**src/rtl/div_calc_pkg.sv**
```systemverilog
// Shared definitions for the divider-result BCD converter.
//   div_state_e    : converter FSM states
//   BCD_DIGITS     : number of packed BCD digits per converted half
//   DD_ITERATIONS  : double-dabble shift iterations (one per binary bit)
//   BCD_BLANK      : per-digit code shown when the result is blanked
package div_calc_pkg;

  localparam int         BCD_DIGITS    = 5;
  localparam int         DD_ITERATIONS = 16;
  localparam logic [3:0] BCD_BLANK     = 4'hF;
  localparam int         BCD_W         = 4 * BCD_DIGITS;

  typedef enum logic [1:0] {
    IDLE    = 2'd0,
    CONVERT = 2'd1,
    FINISH  = 2'd2
  } div_state_e;

endpackage

```
**src/rtl/bcd_add3_5d.sv**
```systemverilog
// Double-dabble correction stage for a 5-digit packed BCD accumulator.
// Every digit that is 5 or more gets 3 added, so the following left shift
// carries into the next digit exactly when the doubled digit would exceed 9.
// Ports:
//   bcd_in  [19:0] : accumulator before correction
//   bcd_out [19:0] : corrected accumulator, ready to be shifted
module bcd_add3_5d
  import div_calc_pkg::*;
(
  input  logic [BCD_W-1:0] bcd_in,
  output logic [BCD_W-1:0] bcd_out
);

  always_comb begin
    bcd_out = bcd_in;
    for (int i = 0; i < BCD_DIGITS; i++) begin
      if (bcd_in[4*i +: 4] >= 4'd5) begin
        bcd_out[4*i +: 4] = bcd_in[4*i +: 4] + 4'd3;
      end
    end
  end

endmodule

```
**src/rtl/div_result_bcd.sv**
```systemverilog
// Converts a divider result word (quotient and remainder, 16 bits each)
// into two 5-digit packed BCD numbers using a sequential double-dabble.
// One conversion takes 16 CONVERT cycles plus a FINISH cycle; done pulses
// on the cycle after FINISH together with the updated outputs.
//
// Handshake: valid_in is a single-cycle request, accepted only while the
// converter is idle (busy=0); a request seen while busy is dropped, not
// queued. done is a single-cycle completion pulse; quot_bcd, rem_bcd and
// error change only on that cycle and hold until the next done.
//
// Ports:
//   clk, rst_n      : clock, synchronous active-low reset
//   valid_in        : request pulse, result_in/div_zero sampled with it
//   result_in[31:0] : [15:0] quotient, [31:16] remainder
//   div_zero        : divisor was zero
//   quot_bcd[19:0]  : quotient in BCD, MSD at [19:16]
//   rem_bcd[19:0]   : remainder in BCD, MSD at [19:16]
//   busy            : converter not idle
//   done            : completion pulse
//   error           : divide-by-zero flag, valid with done
//
// Build option: define BCD_DIVZERO_EN to enable divide-by-zero handling
// (skip the conversion, show blank digits, raise error). Without it,
// div_zero is ignored and error is always 0.
module div_result_bcd
  import div_calc_pkg::*;
(
  input  logic              clk,
  input  logic              rst_n,
  input  logic              valid_in,
  input  logic [31:0]       result_in,
  input  logic              div_zero,
  output logic [BCD_W-1:0]  quot_bcd,
  output logic [BCD_W-1:0]  rem_bcd,
  output logic              busy,
  output logic              done,
  output logic              error
);

  div_state_e       state, state_nxt;
  logic [15:0]      q_sr, r_sr;
  logic [BCD_W-1:0] q_acc, r_acc;
  logic [BCD_W-1:0] q_adj, r_adj;
  logic [4:0]       cnt;
  logic             take_dz;

`ifdef BCD_DIVZERO_EN
  logic dz_q;
  logic err_q;
  assign take_dz = div_zero;
  assign error   = err_q;
`else
  logic unused_div_zero;
  assign unused_div_zero = div_zero;
  assign take_dz         = 1'b0;
  assign error           = 1'b0;
`endif

  assign busy = (state != IDLE);

  bcd_add3_5d u_add3_q (.bcd_in(q_acc), .bcd_out(q_adj));
  bcd_add3_5d u_add3_r (.bcd_in(r_acc), .bcd_out(r_adj));

  // State register
  always_ff @(posedge clk) begin
    if (!rst_n) state <= IDLE;
    else        state <= state_nxt;
  end

  // Next-state logic
  always_comb begin
    state_nxt = state;
    case (state)
      IDLE:    if (valid_in) state_nxt = take_dz ? FINISH : CONVERT;
      // cnt==1 here means this is the 16th and last shift
      CONVERT: if (cnt == 5'd1) state_nxt = FINISH;
      FINISH:  state_nxt = IDLE;
      default: state_nxt = IDLE;
    endcase
  end

  // Datapath and registered outputs
  always_ff @(posedge clk) begin
    if (!rst_n) begin
      q_sr     <= '0;
      r_sr     <= '0;
      q_acc    <= '0;
      r_acc    <= '0;
      cnt      <= '0;
      quot_bcd <= '0;
      rem_bcd  <= '0;
      done     <= 1'b0;
`ifdef BCD_DIVZERO_EN
      dz_q     <= 1'b0;
      err_q    <= 1'b0;
`endif
    end else begin
      done <= 1'b0;
      case (state)
        IDLE: begin
          if (valid_in) begin
            q_sr  <= result_in[15:0];
            r_sr  <= result_in[31:16];
            q_acc <= '0;
            r_acc <= '0;
            cnt   <= 5'(DD_ITERATIONS);
`ifdef BCD_DIVZERO_EN
            dz_q  <= take_dz;
`endif
          end
        end
        CONVERT: begin
          // Shift the corrected accumulator and binary source as one word
          {q_acc, q_sr} <= {q_adj[BCD_W-2:0], q_sr, 1'b0};
          {r_acc, r_sr} <= {r_adj[BCD_W-2:0], r_sr, 1'b0};
          cnt           <= cnt - 5'd1;
        end
        FINISH: begin
          done <= 1'b1;
`ifdef BCD_DIVZERO_EN
          if (dz_q) begin
            quot_bcd <= {BCD_DIGITS{BCD_BLANK}};
            rem_bcd  <= {BCD_DIGITS{BCD_BLANK}};
          end else begin
            quot_bcd <= q_acc;
            rem_bcd  <= r_acc;
          end
          err_q <= dz_q;
`else
          quot_bcd <= q_acc;
          rem_bcd  <= r_acc;
`endif
        end
        default: ;
      endcase
    end
  end

endmodule

```
**config.mk**
```make
export PLATFORM = sky130hd
export DESIGN_NAME = div_result_bcd
export DESIGN_NICKNAME = d
export VERILOG_FILES = /design/src/rtl/div_calc_pkg.sv /design/src/rtl/bcd_add3_5d.sv /design/src/rtl/div_result_bcd.sv
export SDC_FILE = /design/constraint.sdc
export NUM_CORES = 1
export LEC_CHECK = 0
export CAP_MARGIN = 30
export CORE_MARGIN = 1
export CORE_UTILIZATION = 59
export DETAILED_ROUTE_END_ITERATION = 16
export HOLD_SLACK_MARGIN = 0.03
export PLACE_DENSITY = 0.85
export SYNTH_ARGS = -nofsm -noshare
export SYNTH_HDL_FRONTEND = slang
export SYNTH_SLANG_ARGS = --single-unit
```
**constraint.sdc**
```tcl
create_clock -name clk -period 3.85 [get_ports clk]
set_clock_uncertainty 0.05 [all_clocks]
set_input_delay 0.5775 -clock clk [delete_from_list [all_inputs] [get_ports clk]]
set_output_delay 0.5775 -clock clk [all_outputs]
set_load 0.01 [all_outputs]
```
Word level (Yosys, flattened, before mapping)

Index checks and enable logic that the tools add are counted.

$add $sub $neg: 11
Multipliers: 0
Div/mod/pow operators: 0
Magnitude comparators: 10
Eq/ne operators: 5
Shift-type cells: 0
Muxes and demuxes: 23
Bitwise gates (word level): 0
Reductions and logical operators: 5

Operators by type and width:

| kind                  | number |
|---|---|
| $pmux W20 S2          | 2 |
| $pmux W16 S2          | 2 |
| $ge A4 B3 Y1 const B  | 10 |
| $add A4 B2 Y4 const B | 8 |
| $mux W16              | 2 |
| $mux W4               | 8 |
| $mux W20              | 1 |
| $pmux W5 S2           | 1 |
| $add A3 B2 Y3 const B | 2 |
| $mux W3               | 2 |
| $eq A5 B1 Y1 const B  | 1 |
| $mux W5               | 1 |
| $sub A5 B1 Y5 const B | 1 |
| $mux W2               | 2 |
| $ne A2 B2 Y1 const B  | 2 |
| $pmux W2 S2           | 1 |
| $reduce_and A2 Y1     | 2 |
| $reduce_bool A2 Y1    | 2 |
| $eq A2 B1 Y1 const B  | 1 |
| $eq A2 B2 Y1 const B  | 1 |
| $logic_not A2 Y1      | 1 |
| $mux W1               | 1 |

Flip-flop bits (word level): 120
Latch bits: 0
Bits in writable memories: 0
ROM bits: 0
Input bits: 36
Output and inout bits: 43
Logic and storage cells: 63
Memories: 0

Longest topological paths before layout

Gate-level depths: netlist of run 1.

Word-level depth: 3
Mapped depth: 7

Modules after synthesis

A second synthesis of run 1 with hierarchy kept.

Cells, all modules: 649
Area, all modules: 5595.4 um^2

Modules (own cells, without submodules):

| module         | instances | cells each | area each (um^2) | seq. area each (um^2) |
|---|---|---|---|---|
| div_result_bcd | 1         | 489        | 4581.9           | 2402.3 |
| bcd_add3_5d    | 2         | 80         | 506.7            | 0.0 |

Least setup slack after synthesis of run 1

OpenSTA, ideal clock, no wires.

Kind: register to output
Start: register state[1]
End: output busy
Arrival: 934 ps
Setup slack: 2288 ps
Cell stages (with the launch flop): 5
Buffers on the path: 2
Path through: dfxtp_1 buf_4 inv_2 clkbuf_1 nand2_1

Cells in the longest elaborated chain, start to end: 1

RTL lines:

| what                   | RTL line             | RTL |
|---|---|---|
| start, declared        | div_result_bcd.sv:40 | `div_state_e state, state_nxt;` |
| start signal, assigned | div_result_bcd.sv:67 | `else state <= state_nxt;` |
| $reduce_bool A2 Y1     | div_result_bcd.sv:59 | `assign busy = (state != IDLE);` |
| end, declared          | div_result_bcd.sv:35 | `output logic busy,` |

No other way between the ends.

Worst setup path in the final report of run 1

Start: register state[0]
End: output busy

Same word-level chain as after synthesis.

==> out/results.txt, run 1 <==
Synth top area cells -> dfxtp_1, nand2_1, o21ai_0
Post-Synthesis Cell Area -> 0.00547 mm²
Prevailing post-synth register cell -> dfxtp_1
Worst hold start -> rem_bcd[9]
CP max FO -> 35
IO Pins -> 79
CP arrival -> 2.63 ns
Yosys warns -> 0
N_diodes -> 0
WHS -> 0.404 ns
Die Ht -> 98.3 µm
Final WL -> 12.6 mm
Slew @ Worst Pin -> 1.03 ns
Clk pwr share -> 52.2%
HP Class -> flip-flop to flip-flop
Peak supply drop -> 0.333 mV
DRC Markers -> 4
Top layer in use -> met4
Internal power -> 2510 µW
Syn_nets -> 738
Failing checks -> DRC
Pre-Repair DR Iteration Count -> 10
Maximum Capacitance Violations -> 0
Setup TNS -> 0 ns
Reg power frac -> 40.9%
WL met2 -> 6.31 mm
Post-synth top area share -> 43.9%
CTS Hold Bufs -> 0
Share of cells above drive strength 1 -> 7.33%
FF+latch count, synth -> 120
Resized Gates After CTS -> 0
Placed instance area -> 0.00620 mm²
Tot Pwr -> 3210 µW
Worst r2r src -> state[0]
PD cells -> 470 mW/mm²
Mapped Cells -> 680
Worst setup EP type -> primary output
Run status -> finished, violations left
Post-CTS setup buffer count -> 0
Switch Pwr -> 696 µW
Bufs on Longest Clock Path -> 2
CP max stage delay -> 0.90 ns
Crit share post-route -> 84.7%
GPL Wtd Cong -> 0.835
Detailed Route Iter0 Violations -> 337
Largest net degree at the start of global routing -> 72
PortBufs -> 76
FFs w/ async S/R, synth -> 0%
CP startpoint -> state[0]
ANT nets after route -> 0
Worst path slowest cell -> dfxtp_1
Worst slew margin -> 31.2%
Synth-to-layout area growth -> 24.7%
Rows -> 34
Syn_area_per_cell -> 8.05 µm²
Chip width -> 98.3 µm
Gr usage total -> 27.1%
Slew Viols, Final -> 0
RSZ-0062 raised after global routing -> false
Metal3 WL -> 724 µm
Leakage -> 0.00244 µW
Sequential-to-total area share from yosys stat -> 43.9%
Dpl hpwl -> 7.66 mm
Core Region -> 0.00885 mm²
CTS tree -> built
Vias in the first global route -> 4691
Sw frac -> 21.7%
Post-synth EDFFs -> 0
CP Class -> flip-flop to primary output
Most instantiated cells after synthesis -> nand2_1, dfxtp_1, o21ai_0
Design Area, Final -> 0.00683 mm²
Setup violators final -> 0
Combinational Power Share -> 6.9%
Vias/cell -> 5.71
Die ar. -> 0.00967 mm²
Starting Density -> 61.9%
Vias post-DR -> 4900
Clock latency on the worst-skew pair -> 0.53 ns
CTS clk-pin slew, worst paths -> 0.06 ns
H-Tree Depth -> 4
Yosys cell types -> 35
Peak Freq -> 307 MHz
Top-count cell post-synth -> nand2_1
Layout Nets -> 796
Gr ovfl total -> 0
Critical path required time -> 3.22 ns
Global-route wire length before repair -> 21.2 mm
Wirelength per Cell -> 14.7 µm
CP startpoint kind -> flip-flop
Wire length on met1 -> 5.37 mm
Initial antenna violation count -> 0
Root buf cell -> clkbuf_8
Endpoints failing hold -> 0
CTS Buf Count -> 17
Synth area leader -> dfxtp_1
Crit path cell chain -> inv_2 -> nand2_1 -> clkdlybuf4s50_1
Final min period -> 3.26 ns
Clk sinks -> 120
[flip-flops by register name, indices dropped and copies added, names as in the netlist, 2 cells and up]
signal / cells
quot_bcd: 20
q_sr: 16
q_acc: 20
rem_bcd: 20
state: 2
r_acc: 20
r_sr: 16
cnt: 5
[layout by cell type, fill, tap and decap left out]
master	instances
clkdlybuf4s50_1	75
a22oi_1	3
nand3b_1	1
o21bai_4	1
nor2b_1	6
buf_2	1
nor2_2	3
clkbuf_1	2
o31ai_1	8
xnor2_1	10
clkbuf_16	16
o211a_1	1
a21oi_1	44
nor3_1	11
or3_1	1
nand3_1	12
o21ai_0	85
clkbuf_8	6
nand2b_1	12
conb_1	1
nor2_1	31
xor2_1	8
o22ai_1	3
o21ai_1	14
bufinv_16	4
mux2_2	10
inv_1	22
clkinv_4	1
a21boi_1	10
clkinv_2	2
a21boi_0	41
nand2_1	146
buf_4	8
mux2i_1	1
dfxtp_1	120
ha_1	22
inv_2	2
and2_1	5
o221a_2	1
[cell families (layout without fill, tap and decap cells)]
kind of cell,count (synthesis),after routing,synth area share [%]
multiplexers,11,11,2.24
other,1,1,0.0685
flip-flops,120,120,43.9
adder cells (fa/ha/maj),22,22,5.03
AO/OA/AOI/OAI,211,211,22.7
XOR/XNOR,18,18,2.88
buffers and inverters,69,139,5.78
AND/OR/NAND/NOR,228,228,17.5
[power by group through the flow]
stage	registers [µW]	logic, µW	clock network (µW)
detailed placement	1340	216	0
global placement	1330	209	0
floorplan	1320	156	0
finish	1310	222	1670
global route	1320	245	1740
CTS	1310	221	1680
[worst paths after layout]
path         slack (ns)         end  cells past startpoint
min                0.40  rem_bcd[9]                      2
max                0.59        busy                      3
min reg2reg        0.40  rem_bcd[9]                      2
max reg2reg        1.05   q_acc[16]                      4
[final cells by class]
| cell class | count | area (µm²) |
|---|---|---|
| clock buffer | 24 | 490 |
| clock inverter | 7 | 139 |
| fill | 599 | 2020 |
| inverter | 24 | 90.1 |
| multi-input combinational | 491 | 2760 |
| sequential | 120 | 2400 |
| tap | 108 | 135 |
| timing repair buffer | 84 | 816 |
[per-layer routing]
metal | track usage [%] | up-vias
li1 | - | 2385
met5 | 0 | -
met3 | 6.01 | 27
met2 | 46.7 | 179
met4 | 12.5 | 0
met1 | 32.3 | 2309
[per-stage QoR]
step	setup WS, ns	utilization, %	instances
detailed placement	1.08	70.1	827
global placement	1.22	70.1	827
finish	0.590	77.2	858
CTS	0.585	77.2	858
floorplan	2.29	-	680
global route	0.441	77.2	858
[worst max-delay path: cells and delay by family, from the launching register on]
family	cells	cell delay (ns)
buffers and inverters	2	1.02
and+or+nand+nor	1	0.20
DFF	1	0.90
No activity file was read; power rests on OpenSTA's default activity.
==> run 2, diff against run 1 <==
Settings changed: CORE_UTILIZATION 59 to 49, PLACE_DENSITY 0.85 to 0.75.
Clock period 3.85 ns to 2.75 ns, I/O delays scaled along.
==> run 2 against run 1 <==
Net effect:
- the run now ends clean
- combinational power is 45% higher
- critical endpoint unchanged
- largest cell class unchanged
- global-route usage is 5.7 points lower
- clock power is 32% higher
==> out/results.txt, run 2 (synthesis results as in run 1) <==
Run status -> completed
Leading cell types in the layout, fill and taps excluded -> nand2_1, dfxtp_1, o21ai_0
Post-CTS setup buffer count -> 0 (unchanged)
Crit share post-route -> 93.7%
Register area -> 0.00240 mm² (unchanged)
Vias/cell -> 5.25 (-8.1%)
CP startpoint -> state[1]
Worst slew margin -> 49.4% (+18 points)
Global-route wire length before repair -> 19.6 mm (-7.6%)
Peak supply drop -> 0.389 mV (+17%)
PD cells -> 632 mW/mm² (+34%)
Initial antenna violation count -> 0 (unchanged)
M2 GR Usage -> 37.4% (-9.3 points)
CP startpoint kind -> flip-flop
Worst setup EP type -> primary output
Resized Gates After CTS -> 0 (unchanged)
Synth-to-layout area growth -> 26.1%
Setup violators final -> 0 (unchanged)
PortBufs -> 76 (unchanged)
Clock latency on the worst-skew pair -> 0.52 ns (about the same)
CP max FO -> 32 (-8.6%)
Worst hold start -> quot_bcd[17]
Starting Density -> 50.5% (-11 points)
Grt peak-use layer -> met2
Die ar. -> 0.0116 mm² (+20%)
Final WL -> 11.9 mm (-5.8%)
Clk sinks -> 120 (unchanged)
Peak Freq -> 388 MHz
Detailed Route Iter0 Violations -> 182 (-46%)
CP Class -> flip-flop to primary output
Slew Viols, Final -> 0 (unchanged)
Maximum Capacitance Violations -> 0 (unchanged)
Grt met1 use -> 24.4% (-7.8 points)
Die Ht -> 108 µm (+9.5%)
Leakage -> 0.00246 µW (+0.84%)
Vias in the first global route -> 4461 (-4.9%)
IO Pins -> 79 (unchanged)
ANT nets after route -> 0 (unchanged)
Vias post-DR -> 4693 (-4.2%)
Met3 Usage GRT -> 5.39% (-0.63 points)
Largest net degree at the start of global routing -> 94 (+31%)
Share of cells above drive strength 1 -> 7.82% (+0.49 points)
H-Tree Depth -> 4 (unchanged)
Worst r2r src -> state[1]
Gr ovfl total -> 0 (unchanged)
Leading cell type in the layout, fill and taps excluded -> nand2_1
DP Worst Slack -> 0.533 ns (-0.547 ns)
Endpoints failing hold -> 0 (unchanged)
Pre-Repair DR Iteration Count -> 4 (-6)
DRC Markers -> 0 (-4)
Final Util -> 63.7% (-13 points)
HP Class -> flip-flop to flip-flop
Root buf cell -> clkbuf_8
GPL Wtd Cong -> 0.736 (-12%)
Chip width -> 108 µm (+9.5%)
Core Region -> 0.0108 mm² (+23%)
Wirelength per Cell -> 13.3 µm (-9.6%)
CTS Hold Bufs -> 0 (unchanged)
PnR worst setup slack -> 0.173 ns (-0.417 ns)
RSZ-0062 raised after global routing -> false
CTS tree -> built
N_diodes -> 0 (unchanged)
Slew @ Worst Pin -> 0.758 ns (-0.271 ns)
CP arrival -> 2.11 ns (-0.52 ns)
Final min period -> 2.58 ns
Rows -> 38 (+12%)
Setup TNS -> 0 ns (unchanged)
Gr usage total -> 21.5% (-5.7 points)
Critical path required time -> 2.29 ns (-0.93 ns)
Dpl hpwl -> 7.55 mm (-1.4%)
Bufs on Longest Clock Path -> 2 (unchanged)
CTS clk-pin slew, worst paths -> 0.05 ns (about the same)
CTS Buf Count -> 17 (unchanged)
Multi-input gate area -> 0.00276 mm² (unchanged)
Filler cell count -> 918 (+53%)
Layout Nets -> 799 (+0.38%)
-- run 2: changes by cell type in the layout (fill, tap and decap cells not counted) --
cell / before / now
clkinv_2: 2 / 6
buf_16: 0 / 1
buf_12: 0 / 2
bufinv_16: 4 / 3
clkbuf_8: 6 / 5
clkinv_4: 1 / 0
-- run 2: per-stage QoR --
| step | cell area, µm² | total power, µW | hold slack, ns | cells |
|---|---|---|---|---|
| 3_5_place_dp | 6310 | 2180 | 0.401 | 862 |
| 5_1_grt | 6900 | 4520 | 0.426 | 894 |
| 2_1_floorplan | 5470 | 2070 | 0.389 | 680 |
| 6_report | 6900 | 4360 | 0.404 | 894 |
| 4_1_cts | 6900 | 4390 | 0.409 | 894 |
| 3_3_place_gp | 6280 | 2170 | 0.392 | 861 |
-- run 2: critical path, cell delays in order, from the launching register on --
cell             delay [ns]
dfxtp_1                0.57
inv_2                  0.35
nand2_1                0.14
clkdlybuf4s50_1        0.54
-- run 2: final cells by class --
cell class / instances / share of cell area, %
sequential: 120 / 34.8
clock inverter: 9 / 1.74
multi-input combinational: 491 / 39.9
timing repair buffer: 87 / 12.8
tap: 140 / 2.54
clock buffer: 23 / 6.91
inverter: 24 / 1.31
-- run 2: metal layers --
layer	routed length, µm	share of wire [%]
met1	5310	45
met2	5880	50
met3	555	4.7
met4	133	1.1
met5	0	0
-- run 2: final timing paths --
path                   to  slack (ns)  cells after the start
max reg2reg   rem_bcd[14]        0.75                      5
min reg2reg  quot_bcd[17]        0.40                      2
min          quot_bcd[17]        0.40                      2
max                  busy        0.17                      3
-- run 2: power breakdown --
group / switching, µW / total [µW] / internal [µW]
Clock: 744 / 2210 / 1470
Sequential: 32.5 / 1830 / 1800
Combinational: 179 / 321 / 142
Total: 955 / 4360 / 3410
